$ cat src/rtl/uart_tx_pkg.sv
// Shared definitions for the UART transmit path (frame controller and parity helpers).
//   tx_state_e : frame sequencer states
//   PAR_*      : parity type encodings as carried on PAR_TYP
//   *_BIT/LVL  : serial line levels
package uart_tx_pkg;

  typedef enum logic [2:0] {
    IDLE,
    START,
    DATA,
    PARITY,
    STOP
  } tx_state_e;

  localparam logic PAR_EVEN = 1'b0;
  localparam logic PAR_ODD  = 1'b1;

  localparam logic START_BIT = 1'b0;
  localparam logic STOP_BIT  = 1'b1;
  localparam logic IDLE_LVL  = 1'b1;

endpackage

$ cat src/rtl/uart_tx_ctrl_if.sv
// Bundle of the frame controller's host-side and serializer-side signals.
//   master : upstream/serializer side (drives request, data, parity settings, SER_Data/SER_Done)
//   slave  : uart_tx_ctrl (drives SER_EN, SER_P_Data, TX_OUT, Busy, Frame_Err)
interface uart_tx_ctrl_if #(
  parameter int unsigned DATA_WIDTH = 8
);

  logic [DATA_WIDTH-1:0] P_DATA;
  logic                  Data_Valid;
  logic                  PAR_EN;
  logic                  PAR_TYP;
  logic                  SER_Data;
  logic                  SER_Done;
  logic                  SER_EN;
  logic [DATA_WIDTH-1:0] SER_P_Data;
  logic                  TX_OUT;
  logic                  Busy;
  logic                  Frame_Err;

  modport master (
    output P_DATA, Data_Valid, PAR_EN, PAR_TYP, SER_Data, SER_Done,
    input  SER_EN, SER_P_Data, TX_OUT, Busy, Frame_Err
  );

  modport slave (
    input  P_DATA, Data_Valid, PAR_EN, PAR_TYP, SER_Data, SER_Done,
    output SER_EN, SER_P_Data, TX_OUT, Busy, Frame_Err
  );

endinterface

$ cat src/rtl/uart_parity_calc.sv
// Combinational parity generator, shared between the TX controller and the RX checker.
//   data       : word to cover
//   par_typ    : PAR_EVEN / PAR_ODD
//   parity_bit : bit that makes the total count of ones even/odd
module uart_parity_calc
  import uart_tx_pkg::*;
#(
  parameter int unsigned DATA_WIDTH = 8
) (
  input  logic [DATA_WIDTH-1:0] data,
  input  logic                  par_typ,
  output logic                  parity_bit
);

  assign parity_bit = (^data) ^ (par_typ == PAR_ODD);

endmodule

$ cat src/rtl/uart_tx_ctrl.sv
// UART transmit frame controller: start bit, DATA_WIDTH serializer bits, optional parity, stop.
// One bit per CLK; baud pacing is done upstream.
//   CLK, RST : clock (rising edge), asynchronous active-low reset
//   bus      : uart_tx_ctrl_if.slave carrying P_DATA/Data_Valid/PAR_EN/PAR_TYP in,
//              SER_Data/SER_Done in, SER_EN/SER_P_Data/TX_OUT/Busy/Frame_Err out
module uart_tx_ctrl
  import uart_tx_pkg::*;
#(
  parameter int unsigned DATA_WIDTH  = 8,
  parameter int unsigned WDOG_MARGIN = 2
) (
  input  logic           CLK,
  input  logic           RST,
  uart_tx_ctrl_if.slave  bus
);

  localparam int unsigned WdogLimit = DATA_WIDTH + WDOG_MARGIN;
  localparam int unsigned CntW      = $clog2(WdogLimit + 1);
  localparam logic [CntW-1:0] CntMax  = CntW'(WdogLimit);
  // Last DATA cycle allowed: the counter reaches WdogLimit on the edge leaving it.
  localparam logic [CntW-1:0] CntLast = CntW'(WdogLimit - 1);

  tx_state_e             state_q, state_d;
  logic [DATA_WIDTH-1:0] data_q, data_d;
  logic                  par_en_q, par_en_d;
  logic                  par_typ_q, par_typ_d;
  logic [CntW-1:0]       cnt_q, cnt_d;
  logic                  frame_err_q, frame_err_d;

  logic                  accept;
  logic                  parity_bit;
  logic                  tx_out;
  logic                  ser_en;

  uart_parity_calc #(
    .DATA_WIDTH(DATA_WIDTH)
  ) u_parity (
    .data      (data_q),
    .par_typ   (par_typ_q),
    .parity_bit(parity_bit)
  );

  // Requests are only taken when the line is idle or on the stop bit (back-to-back frames).
  assign accept = bus.Data_Valid && ((state_q == IDLE) || (state_q == STOP));

  always_comb begin
    state_d     = state_q;
    data_d      = data_q;
    par_en_d    = par_en_q;
    par_typ_d   = par_typ_q;
    cnt_d       = cnt_q;
    frame_err_d = frame_err_q;
    tx_out      = IDLE_LVL;
    ser_en      = 1'b0;

    if (accept) begin
      data_d      = bus.P_DATA;
      par_en_d    = bus.PAR_EN;
      par_typ_d   = bus.PAR_TYP;
      frame_err_d = 1'b0;
    end

    unique case (state_q)
      IDLE: begin
        tx_out = IDLE_LVL;
        if (accept) state_d = START;
      end
      START: begin
        tx_out  = START_BIT;
        ser_en  = 1'b1;
        cnt_d   = '0;
        state_d = DATA;
      end
      DATA: begin
        tx_out = bus.SER_Data;
        ser_en = 1'b1;
        if (cnt_q != CntMax) cnt_d = cnt_q + 1'b1;
        if (bus.SER_Done) begin
          state_d = par_en_q ? PARITY : STOP;
        end else if (cnt_q >= CntLast) begin
          // Serializer never reported done: close the frame without parity.
          frame_err_d = 1'b1;
          state_d     = STOP;
        end
      end
      PARITY: begin
        tx_out  = parity_bit;
        state_d = STOP;
      end
      STOP: begin
        tx_out  = STOP_BIT;
        state_d = accept ? START : IDLE;
      end
      default: state_d = IDLE;
    endcase
  end

  always_ff @(posedge CLK or negedge RST) begin
    if (!RST) begin
      state_q     <= IDLE;
      data_q      <= '0;
      par_en_q    <= 1'b0;
      par_typ_q   <= 1'b0;
      cnt_q       <= '0;
      frame_err_q <= 1'b0;
    end else begin
      state_q     <= state_d;
      data_q      <= data_d;
      par_en_q    <= par_en_d;
      par_typ_q   <= par_typ_d;
      cnt_q       <= cnt_d;
      frame_err_q <= frame_err_d;
    end
  end

  assign bus.TX_OUT     = tx_out;
  assign bus.SER_EN     = ser_en;
  assign bus.SER_P_Data = data_q;
  assign bus.Busy       = (state_q != IDLE);
  assign bus.Frame_Err  = frame_err_q;

endmodule
$ cat src/flat_wrapper.sv
// flat-port wrapper written by rule: the top's interface ports become plain ports
module uart_tx_ctrl_flat import uart_tx_pkg::*;
#(
  parameter int unsigned DATA_WIDTH  = 8,
  parameter int unsigned WDOG_MARGIN = 2
)
  (CLK, RST, bus_P_DATA, bus_Data_Valid, bus_PAR_EN, bus_PAR_TYP, bus_SER_Data, bus_SER_Done, bus_SER_EN, bus_SER_P_Data, bus_TX_OUT, bus_Busy, bus_Frame_Err);
  uart_tx_ctrl_if #(.DATA_WIDTH(DATA_WIDTH)) bus_i ();
  input  logic CLK;
  input  logic RST;
  input wire logic [$bits(bus_i.P_DATA)-1:0] bus_P_DATA;
  input wire logic [$bits(bus_i.Data_Valid)-1:0] bus_Data_Valid;
  input wire logic [$bits(bus_i.PAR_EN)-1:0] bus_PAR_EN;
  input wire logic [$bits(bus_i.PAR_TYP)-1:0] bus_PAR_TYP;
  input wire logic [$bits(bus_i.SER_Data)-1:0] bus_SER_Data;
  input wire logic [$bits(bus_i.SER_Done)-1:0] bus_SER_Done;
  output wire logic [$bits(bus_i.SER_EN)-1:0] bus_SER_EN;
  output wire logic [$bits(bus_i.SER_P_Data)-1:0] bus_SER_P_Data;
  output wire logic [$bits(bus_i.TX_OUT)-1:0] bus_TX_OUT;
  output wire logic [$bits(bus_i.Busy)-1:0] bus_Busy;
  output wire logic [$bits(bus_i.Frame_Err)-1:0] bus_Frame_Err;
  assign bus_i.P_DATA = bus_P_DATA;
  assign bus_i.Data_Valid = bus_Data_Valid;
  assign bus_i.PAR_EN = bus_PAR_EN;
  assign bus_i.PAR_TYP = bus_PAR_TYP;
  assign bus_i.SER_Data = bus_SER_Data;
  assign bus_i.SER_Done = bus_SER_Done;
  assign bus_SER_EN = bus_i.SER_EN;
  assign bus_SER_P_Data = bus_i.SER_P_Data;
  assign bus_TX_OUT = bus_i.TX_OUT;
  assign bus_Busy = bus_i.Busy;
  assign bus_Frame_Err = bus_i.Frame_Err;
  uart_tx_ctrl #(.DATA_WIDTH(DATA_WIDTH), .WDOG_MARGIN(WDOG_MARGIN)) u_core (.CLK(CLK), .RST(RST), .bus(bus_i));
endmodule
$ cat config.mk
export PLATFORM = sky130hd
export DESIGN_NAME = uart_tx_ctrl_flat
export DESIGN_NICKNAME = d
export VERILOG_FILES = /design/src/rtl/uart_tx_pkg.sv /design/src/rtl/uart_tx_ctrl_if.sv /design/src/rtl/uart_parity_calc.sv /design/src/rtl/uart_tx_ctrl.sv /design/src/flat_wrapper.sv
export SDC_FILE = /design/constraint.sdc
export NUM_CORES = 1
export LEC_CHECK = 0
export ABC_AREA = 1
export CAP_MARGIN = 20
export CORE_MARGIN = 5
export CORE_UTILIZATION = 42
export DETAILED_ROUTE_END_ITERATION = 16
export MAX_ROUTING_LAYER = met4
export PLACE_DENSITY = 0.74
export SLEW_MARGIN = 10
export SYNTH_ARGS = -nofsm -noshare
export SYNTH_HDL_FRONTEND = slang
export SYNTH_SLANG_ARGS = --single-unit
$ cat constraint.sdc
create_clock -name CLK -period 1.5 [get_ports CLK]
set_clock_uncertainty 0.2 [all_clocks]
set_input_delay 0.375 -clock CLK [delete_from_list [all_inputs] [get_ports CLK]]
set_output_delay 0.375 -clock CLK [all_outputs]
set_load 0.01 [all_outputs]
Word level (Yosys, flattened, before mapping)
Index checks and enable logic that the tools add are counted.
W data, S select, Z words.
{"block": "word_totals", "input_bits": 15, "out_inout_bits": 12, "wordCells": 40, "regBits": 18}
{"block": "op_classes", "magnitude_cmp": 1, "eq_ne": 8, "muxes": 14, "bitwise_logic": 1, "n_addsub": 1, "n_reduce_logical": 9}
{"operator": "$pmux W3 S5", "count": 1}
{"operator": "$mux W3", "count": 4}
{"operator": "$pmux W4 S2", "count": 1}
{"operator": "$reduce_xor A8 Y1", "count": 1}
{"operator": "$eq A3 B2 Y1 const B", "count": 2}
{"operator": "$mux W1", "count": 6}
{"operator": "$add A4 B1 Y4 const B", "count": 1}
{"operator": "$ge A4 B4 Y1 const B", "count": 1}
{"operator": "$mux W4", "count": 1}
{"operator": "$ne A2 B1 Y1 const B", "count": 2}
{"operator": "$ne A4 B4 Y1 const B", "count": 1}
{"operator": "$reduce_and A2 Y1", "count": 2}
{"operator": "$eq A3 B1 Y1 const B", "count": 1}
{"operator": "$eq A3 B3 Y1 const B", "count": 1}
{"operator": "$logic_not A3 Y1", "count": 1}
{"operator": "$ne A3 B2 Y1 const B", "count": 1}
{"operator": "$pmux W1 S3", "count": 1}
{"operator": "$reduce_bool A3 Y1", "count": 1}
{"operator": "$reduce_bool A2 Y1", "count": 1}
{"operator": "$reduce_or A2 Y1", "count": 1}
{"operator": "$logic_and A1 B1 Y1", "count": 1}
{"operator": "$logic_or A1 B1 Y1", "count": 1}
{"operator": "$xor A1 B1 Y1", "count": 1}

Logic depth before layout (Yosys ltp)
Gate-level depths: netlist of the first run.
{"block": "logic_depth", "depth_word": 7, "ltp_mapped": 9, "ltp_nobuf": 9}

Hierarchy
A second synthesis of the first run with hierarchy kept.
{"block": "unflattened", "hier_cells": 152, "hier_area_um2": 1066.0}
{"mod": "uart_tx_ctrl", "cells_per_inst": 114, "n_inst": 1, "seq_area_each_um2": 450.4, "area_each_um2": 902.1}
{"mod": "uart_parity_calc", "cells_per_inst": 38, "n_inst": 1, "seq_area_each_um2": 0.0, "area_each_um2": 163.9}

Worst setup path after synthesis of the first run
No wires, ideal clock.
{"block": "synth_timing", "path_kind": "reg-to-output", "from": "register u_core.data_q[4] (netlist: u_core.bus.SER_P_Data[4])", "to": "output port bus_TX_OUT", "arrival_time_ns": 1.005, "required_ns": 0.925, "path_buffers": 0, "path_stages_with_launch": 10, "slack_ns": -0.080, "cell_sequence": "dfrtp_1 -> inv_1 -> nand2_1 -> nand2_1 -> nand2_1 -> nand3_1 -> nand2_1 -> nand2_1 -> nand3_1 -> nand2_1"}
{"block": "synth_via", "elab_chain_len": 3}
{"item": "start, declared", "line_no": "uart_tx_ctrl.sv:24", "source": "logic [DATA_WIDTH-1:0] data_q, data_d;"}
{"item": "start signal, assigned", "line_no": "uart_tx_ctrl.sv:108", "source": "data_q <= data_d;"}
{"item": "$reduce_xor A8 Y1", "line_no": "uart_parity_calc.sv:15", "source": "assign parity_bit = (^data) ^ (par_typ == PAR_ODD);"}
{"item": "$xor A1 B1 Y1", "line_no": "uart_parity_calc.sv:15"}
{"item": "$pmux W1 S3", "line_no": "uart_tx_ctrl.sv:63", "source": "unique case (state_q)"}
{"item": "end, declared", "line_no": "flat_wrapper.sv:19", "source": "output wire logic [$bits(bus_i.TX_OUT)-1:0] bus_TX_OUT;"}
No other way between the ends.

Final worst setup path of the first run
{"block": "layout_timing", "from": "register u_core.data_q[7] (netlist: u_core.bus.SER_P_Data[7])", "to": "output port bus_TX_OUT"}
Same word-level chain as after synthesis.

==> flow_summary.json, run 1 <==
{
  "dp_slack_ns": -0.633,
  "ctsHoldBuffers": 0,
  "io_pins": 27,
  "die_x_um": 59.0,
  "initial_core_util_pct": 44.8,
  "drive_gt1_share_pct": 55.8,
  "cts_max_level": 1,
  "fin_util_pct": 81.1,
  "leakage_nw": 0.881,
  "yosysTopAreaCell": "dfrtp_1",
  "combPwrFrac_pct": 69.0,
  "worstReg2RegEnd": "u_core.par_typ_q",
  "fp.dieH_um": 59.0,
  "p_per_area_mw_per_mm2": 2150,
  "ys_ff_latch": 18,
  "syn_to_final_growth_pct": 81.2,
  "nFillCells": 131,
  "firstDrtPassIters": 4,
  "p_seq_share_pct": 23.5,
  "syn_area_per_cell_um2": 8.34,
  "cts_tree": "built",
  "start_kind": "flop",
  "worst-path-max-fanout": 3,
  "cts_buffers": 3,
  "io_buffers": 26,
  "drt_iter0_drc": 51,
  "grt_pass1_wl_mm": 4.46,
  "outcome": "complete, but fails checks",
  "power.internal_mw": 2.28,
  "syn_area_mm2": 0.00101,
  "die_area_mm2": 0.00348,
  "vdd_ir_drop_max_mv": 1.42,
  "via_per_inst": 5.10,
  "ys_seq_area_share_pct": 44.6,
  "slew_headroom_pct": 83.4,
  "antenna_found_initial": 0,
  "yosys-top-cells-area": "dfrtp_1, nand2_1, ha_1",
  "rows": 17,
  "remaining_drc_errors": 0,
  "rr_worst_depth": 6,
  "antenna_cells": 0,
  "layout_setup_ws_ns": -0.557,
  "grt_pass1_vias": 1045,
  "gp_congestion": 0.884,
  "clk_pin_slew_ns": 0.10,
  "yosys_warnings": 0,
  "critPathRequiredTime_ns": 0.92,
  "grt_max_degree": 19,
  "finalCritPeriodShare_pct": 137,
  "cts.sinks": 18,
  "synth_nets": 140,
  "ant_nets": 0,
  "crit_arrival_ns": 1.48,
  "rsz0062_at_grt": "yes",
  "place_area_mm2": 0.00150,
  "wl_mm": 3.19,
  "p_clk_share_pct": 7.5,
  "fin_crit_ns": 2.06,
  "post-route-cell-area_mm2": 0.00183,
  "track_usage_pct": 17.1,
  "clk_latency_ns": 0.29,
  "hp-class": "input pin to asynchronous set/reset pin",
  "syn_inst": 121,
  "swShare_pct": 42.0,
  "cts.path.max_buffers": 2,
  "synth.distinct_cells": 27,
  "hold_violations": 0,
  "yosysTopAreaCellShare_pct": 44.6,
  "r2r_slack_ns": -0.09,
  "routedWlPerCell_um": 14.6,
  "violations": "negative setup slack",
  "hpwl_mm": 1.86,
  "r2r_start": "u_core.state_q[1]",
  "max_freq_mhz": 486,
  "setup_viol": 20,
  "dr_total_vias": 1112,
  "cts_root_buf": "clkbuf_4",
  "layout.nets": 210,
  "p_sw_mw": 1.65,
  "end_kind": "output port",
  "core_mm2": 0.00225,
  "slew_viol_final": 0,
  "worstSetupPathType": "flop to output port",
  "maxCapViolations": 0,
  "grt-ovfl-total": 0,
  "tightest_slew_ns": 0.249
}
flip-flops by register name, indices dropped and copies added, names as in the netlist:
name and cells:
u_core.par_typ_q 1, u_core.par_en_q 1, u_core.state_q 3, u_core.bus.SER_P_Data 8, u_core.cnt_q 4, u_core.bus.Frame_Err 1
cells in the final DEF, fill, tap and decap left out, types with 4 or more instances in the layout:
cell	instances
clkdlybuf4s50_1	14
buf_4	25
nor2_1	4
nand2_2	9
nand2_1	24
a21oi_1	8
inv_2	11
nand3_2	5
buf_6	22
dfrtp_1	16
nor2_2	6
nand3_1	5
buf_2	4
what timing repair did:
item                       4_1_cts  5_1_grt
setup endpoints to repair       23       27
pin swaps                        8       16
setup buffers                    9       10
gates resized for setup         74       37
layout make-up:
class                   count  area [um2]  share of cell area [%]
repair buffers             66         604                    33.0
multi-input cells          88         646                    35.3
clock buffers               4        36.3                    1.98
inverters                  14        55.1                    3.01
well taps                  28        35.0                    1.92
flip-flops and latches     18         453                    24.8
power groups by stage:
stage               sequential, mW  clock, mW  combinational [mW]
floorplan                    0.926          0               0.909
global placement             0.875          0                1.86
detailed placement           0.893          0                1.91
CTS                          0.890      0.301                2.29
global route                 0.946      0.331                2.91
finish                       0.925      0.294                2.71
worst max-delay path by stage:
stage                                         from          to  slack [ns]  cells after the start
after CTS                 u_core.bus.SER_P_Data[5]  bus_TX_OUT       -0.51                     10
after global routing      u_core.bus.SER_P_Data[0]  bus_TX_OUT       -0.63                      6
after global placement                bus_SER_Data  bus_TX_OUT       -0.58                      4
final                     u_core.bus.SER_P_Data[7]  bus_TX_OUT       -0.56                      9
after floorplan           u_core.bus.SER_P_Data[3]  bus_TX_OUT       -0.06                      9
after detailed placement  u_core.bus.SER_P_Data[3]  bus_TX_OUT       -0.63                     10
routing by layer:
layer	GRT usage, %	wire length (um)	up-vias
li1	-	-	532
met1	20.4	1290	533
met2	29.2	1700	39
met3	2.40	140	8
met4	6.15	68	0
met5	-	0	-
critical path, cell delays in order, from the launching register on:
cell	delay, ns
dfrtp_1	0.44
nand2_1	0.13
nand2_1	0.07
nand2_1	0.07
nand2_2	0.06
inv_1	0.05
nand3_1	0.08
nand3_2	0.09
nand2_2	0.06
buf_6	0.12
cell usage after synthesis:
library cell and instances:
a21oi_1 9, a21oi_2 1, a31oi_1 1, buf_4 1, dfrtp_1 18, ha_1 4
inv_1 11, inv_2 2, inv_4 1, mux2_1 4, nand2_1 33, nand2_2 1
nand2_4 1, nand3_1 10, nand3b_1 1, nor2_1 10, nor2_2 2, nor2_4 1
nor3_2 1, o21ai_0 1, o21ai_1 1, o21ai_2 1, o22ai_1 1, o31ai_1 1
o31ai_2 1, xnor2_1 1, xor2_1 2
through the flow:
stage                     TNS [ns]  total power, mW  hold WS [ns]  instances
after CTS                    -1.32             3.48         0.199        211
after detailed placement     -3.26             2.81         0.305        201
after global placement       -3.01             2.74         0.278        201
after floorplan            -0.0599             1.83        -0.121        121
after global routing         -3.68             4.19         0.206        218
final                        -2.32             3.93         0.199        218
kinds of logic (layout without fill, tap and decap cells):
logic type | after synthesis | after routing | synth area share, %
and+or+nand+nor | 60 | 60 | 26.8
buffers and inverters | 15 | 84 | 6.20
DFF | 18 | 18 | 44.6
AOI/OAI and AO/OA | 17 | 17 | 10.4
muxes | 4 | 4 | 4.46
adders and majority gates | 4 | 4 | 4.96
xor gates and xnor gates | 3 | 3 | 2.60
No activity file was read; power rests on OpenSTA's default activity.
==> inputs of run 2 (changes only) <==
CORE_UTILIZATION = 54   (was 42)
DONT_BUFFER_PORTS = 1   (was default)
PLACE_DENSITY = 0.72   (was 0.74)
==> run 2 against run 1 <==
The flow still finishes with violations (negative setup slack). Design area shrank 13%. Maximum frequency is essentially flat. First-iteration DRC count shrank 33%. Sequential cell count is the same. Largest cell class unchanged. Clock-buffer cell count is the same. Global-route usage grew 2.9 points. Register-to-register slack lost 0.36 ns.
==> flow_summary.json, run 2 (synthesis results as in run 1) <==
{
  "cts_root_buf": "clkbuf_4",
  "rows": 15,
  "fin_cells": 195,
  "hold_violations": 0,
  "clk_pin_slew_ns": 0.10,
  "maxCapViolations": 0,
  "crit_arrival_ns": 1.48,
  "outcome": "complete, but fails checks",
  "core_mm2": 0.00175,
  "fp.dieH_um": 53.2,
  "layout_setup_ws_ns": -0.556,
  "cts_buffers": 3,
  "start_kind": "flop",
  "grt_max_degree": 19,
  "antenna_cells": 0,
  "setup_viol": 20,
  "dp.cells": 166,
  "wl_met2_mm": 1.85,
  "nFillCells": 70,
  "largest_reg_flops": 8,
  "clk_latency_ns": 0.29,
  "wl_mm": 3.69,
  "end_kind": "output port",
  "antenna_found_initial": 0,
  "critPathRequiredTime_ns": 0.92,
  "worst-path-max-fanout": 4,
  "slew_viol_final": 0,
  "leakage_nw": 0.790,
  "grt_pass1_wl_mm": 3.97,
  "cts_max_level": 1,
  "syn_to_final_growth_pct": 57.7,
  "drive_gt1_share_pct": 55.3,
  "cts.path.max_buffers": 2,
  "cts.sinks": 18,
  "io_pins": 27,
  "initial_core_util_pct": 57.8,
  "grt-ovfl-total": 0,
  "gp_congestion": 0.804,
  "dr_total_vias": 1111,
  "slew_headroom_pct": 45.3,
  "dr.max_layer_used": "met4",
  "drt_iter0_drc": 34,
  "grt_pass1_vias": 972,
  "finalCritPeriodShare_pct": 137,
  "io_buffers": 0,
  "die_area_mm2": 0.00283,
  "post-route-cell-area_mm2": 0.00159,
  "worstSetupPathType": "flop to output port",
  "die_x_um": 53.2,
  "final_cell_mix": "buf_4, nand2_1, dfrtp_1, inv_2",
  "final_common_cell": "buf_4",
  "remaining_drc_errors": 0,
  "finalPower_mw": 3.77,
  "hpwl_mm": 1.68,
  "wl_met1_mm": 1.55,
  "violations": "negative setup slack",
  "ant_nets": 0,
  "fin_crit_ns": 2.06,
  "rsz0062_at_grt": "yes",
  "cts_tree": "built",
  "via_per_inst": 5.70,
  "firstDrtPassIters": 4,
  "hp-class": "input pin to flop",
  "vdd_ir_drop_max_mv": 1.69,
  "max_freq_mhz": 486,
  "place_area_mm2": 0.00119,
  "tightest_slew_ns": 0.817,
  "track_usage_pct": 20.0,
  "layout.nets": 190,
  "p_per_area_mw_per_mm2": 2360,
  "routedWlPerCell_um": 18.9,
  "route.met3.wl_um": 199,
  "dp_slack_ns": -0.0949
}
==> run 2: cell type report <==
type	count	area [um2]	area share, %
Multi-Input combinational cell	89	646	40.5
Sequential cell	18	452	28.4
Timing Repair Buffer	45	373	23.4
Inverter	14	55.1	3.46
Clock buffer	4	36.3	2.28
Tap cell	25	31.3	1.96
==> run 2: final timing paths <==
path	start	endpoint	slack [ns]	cells past startpoint
setup / recovery	u_core.bus.SER_P_Data[4]	bus_TX_OUT	-0.56	9
hold / removal	bus_P_DATA[4]	u_core.bus.SER_P_Data[4]	0.02	2
setup reg to reg	u_core.bus.SER_P_Data[3]	u_core.bus.SER_P_Data[3]	-0.45	11
hold reg to reg	u_core.par_en_q	u_core.par_en_q	0.37	1
max in group asynchronous	RST	u_core.state_q[0]	0.14	1
min in group asynchronous	RST	u_core.bus.SER_P_Data[1]	0.41	1
==> run 2: per-stage QoR <==
step                TNS, ns  hold slack (ns)  util (%)
CTS                   -1.35           0.0353      80.9
global placement    -0.0756           -0.120      68.4
floorplan           -0.0599           -0.121         -
detailed placement   -0.124           -0.120      68.4
global route          -4.51           0.0137      91.3
finish                -3.58           0.0191      91.3
==> run 2: routing by layer <==
metal	up-vias	track usage, %
met1	553	21.7
li1	490	-
met2	56	35.3
met5	-	-
met4	0	6.38
met3	12	5.07
==> run 2: timing repair <==
action / CTS / global route
gates cloned: 0 / 1
hold endpoints to repair: 19 / 0
pin swaps: 7 / 5
buffers inserted: 13 / 9
hold buffers: 2 / 0
gates resized for setup: 18 / 28
endpoints found under the setup margin: 6 / 22
==> run 2: critical path, stage by stage, from the launching register on <==
cell and delay [ns]:
dfrtp_1 0.45, inv_2 0.11, nand2_1 0.06, nand2_1 0.09, nand2_1 0.08, nand3_2 0.08
nand2_1 0.08, nand2_1 0.07, nand3_1 0.08, nand2_2 0.09
==> run 2: report_power, final <==
| part | internal (mW) | total, mW | switching [mW] |
|---|---|---|---|
| Sequential | 0.687 | 0.935 | 0.247 |
| Combinational | 1.22 | 2.53 | 1.31 |
| Clock | 0.148 | 0.304 | 0.156 |
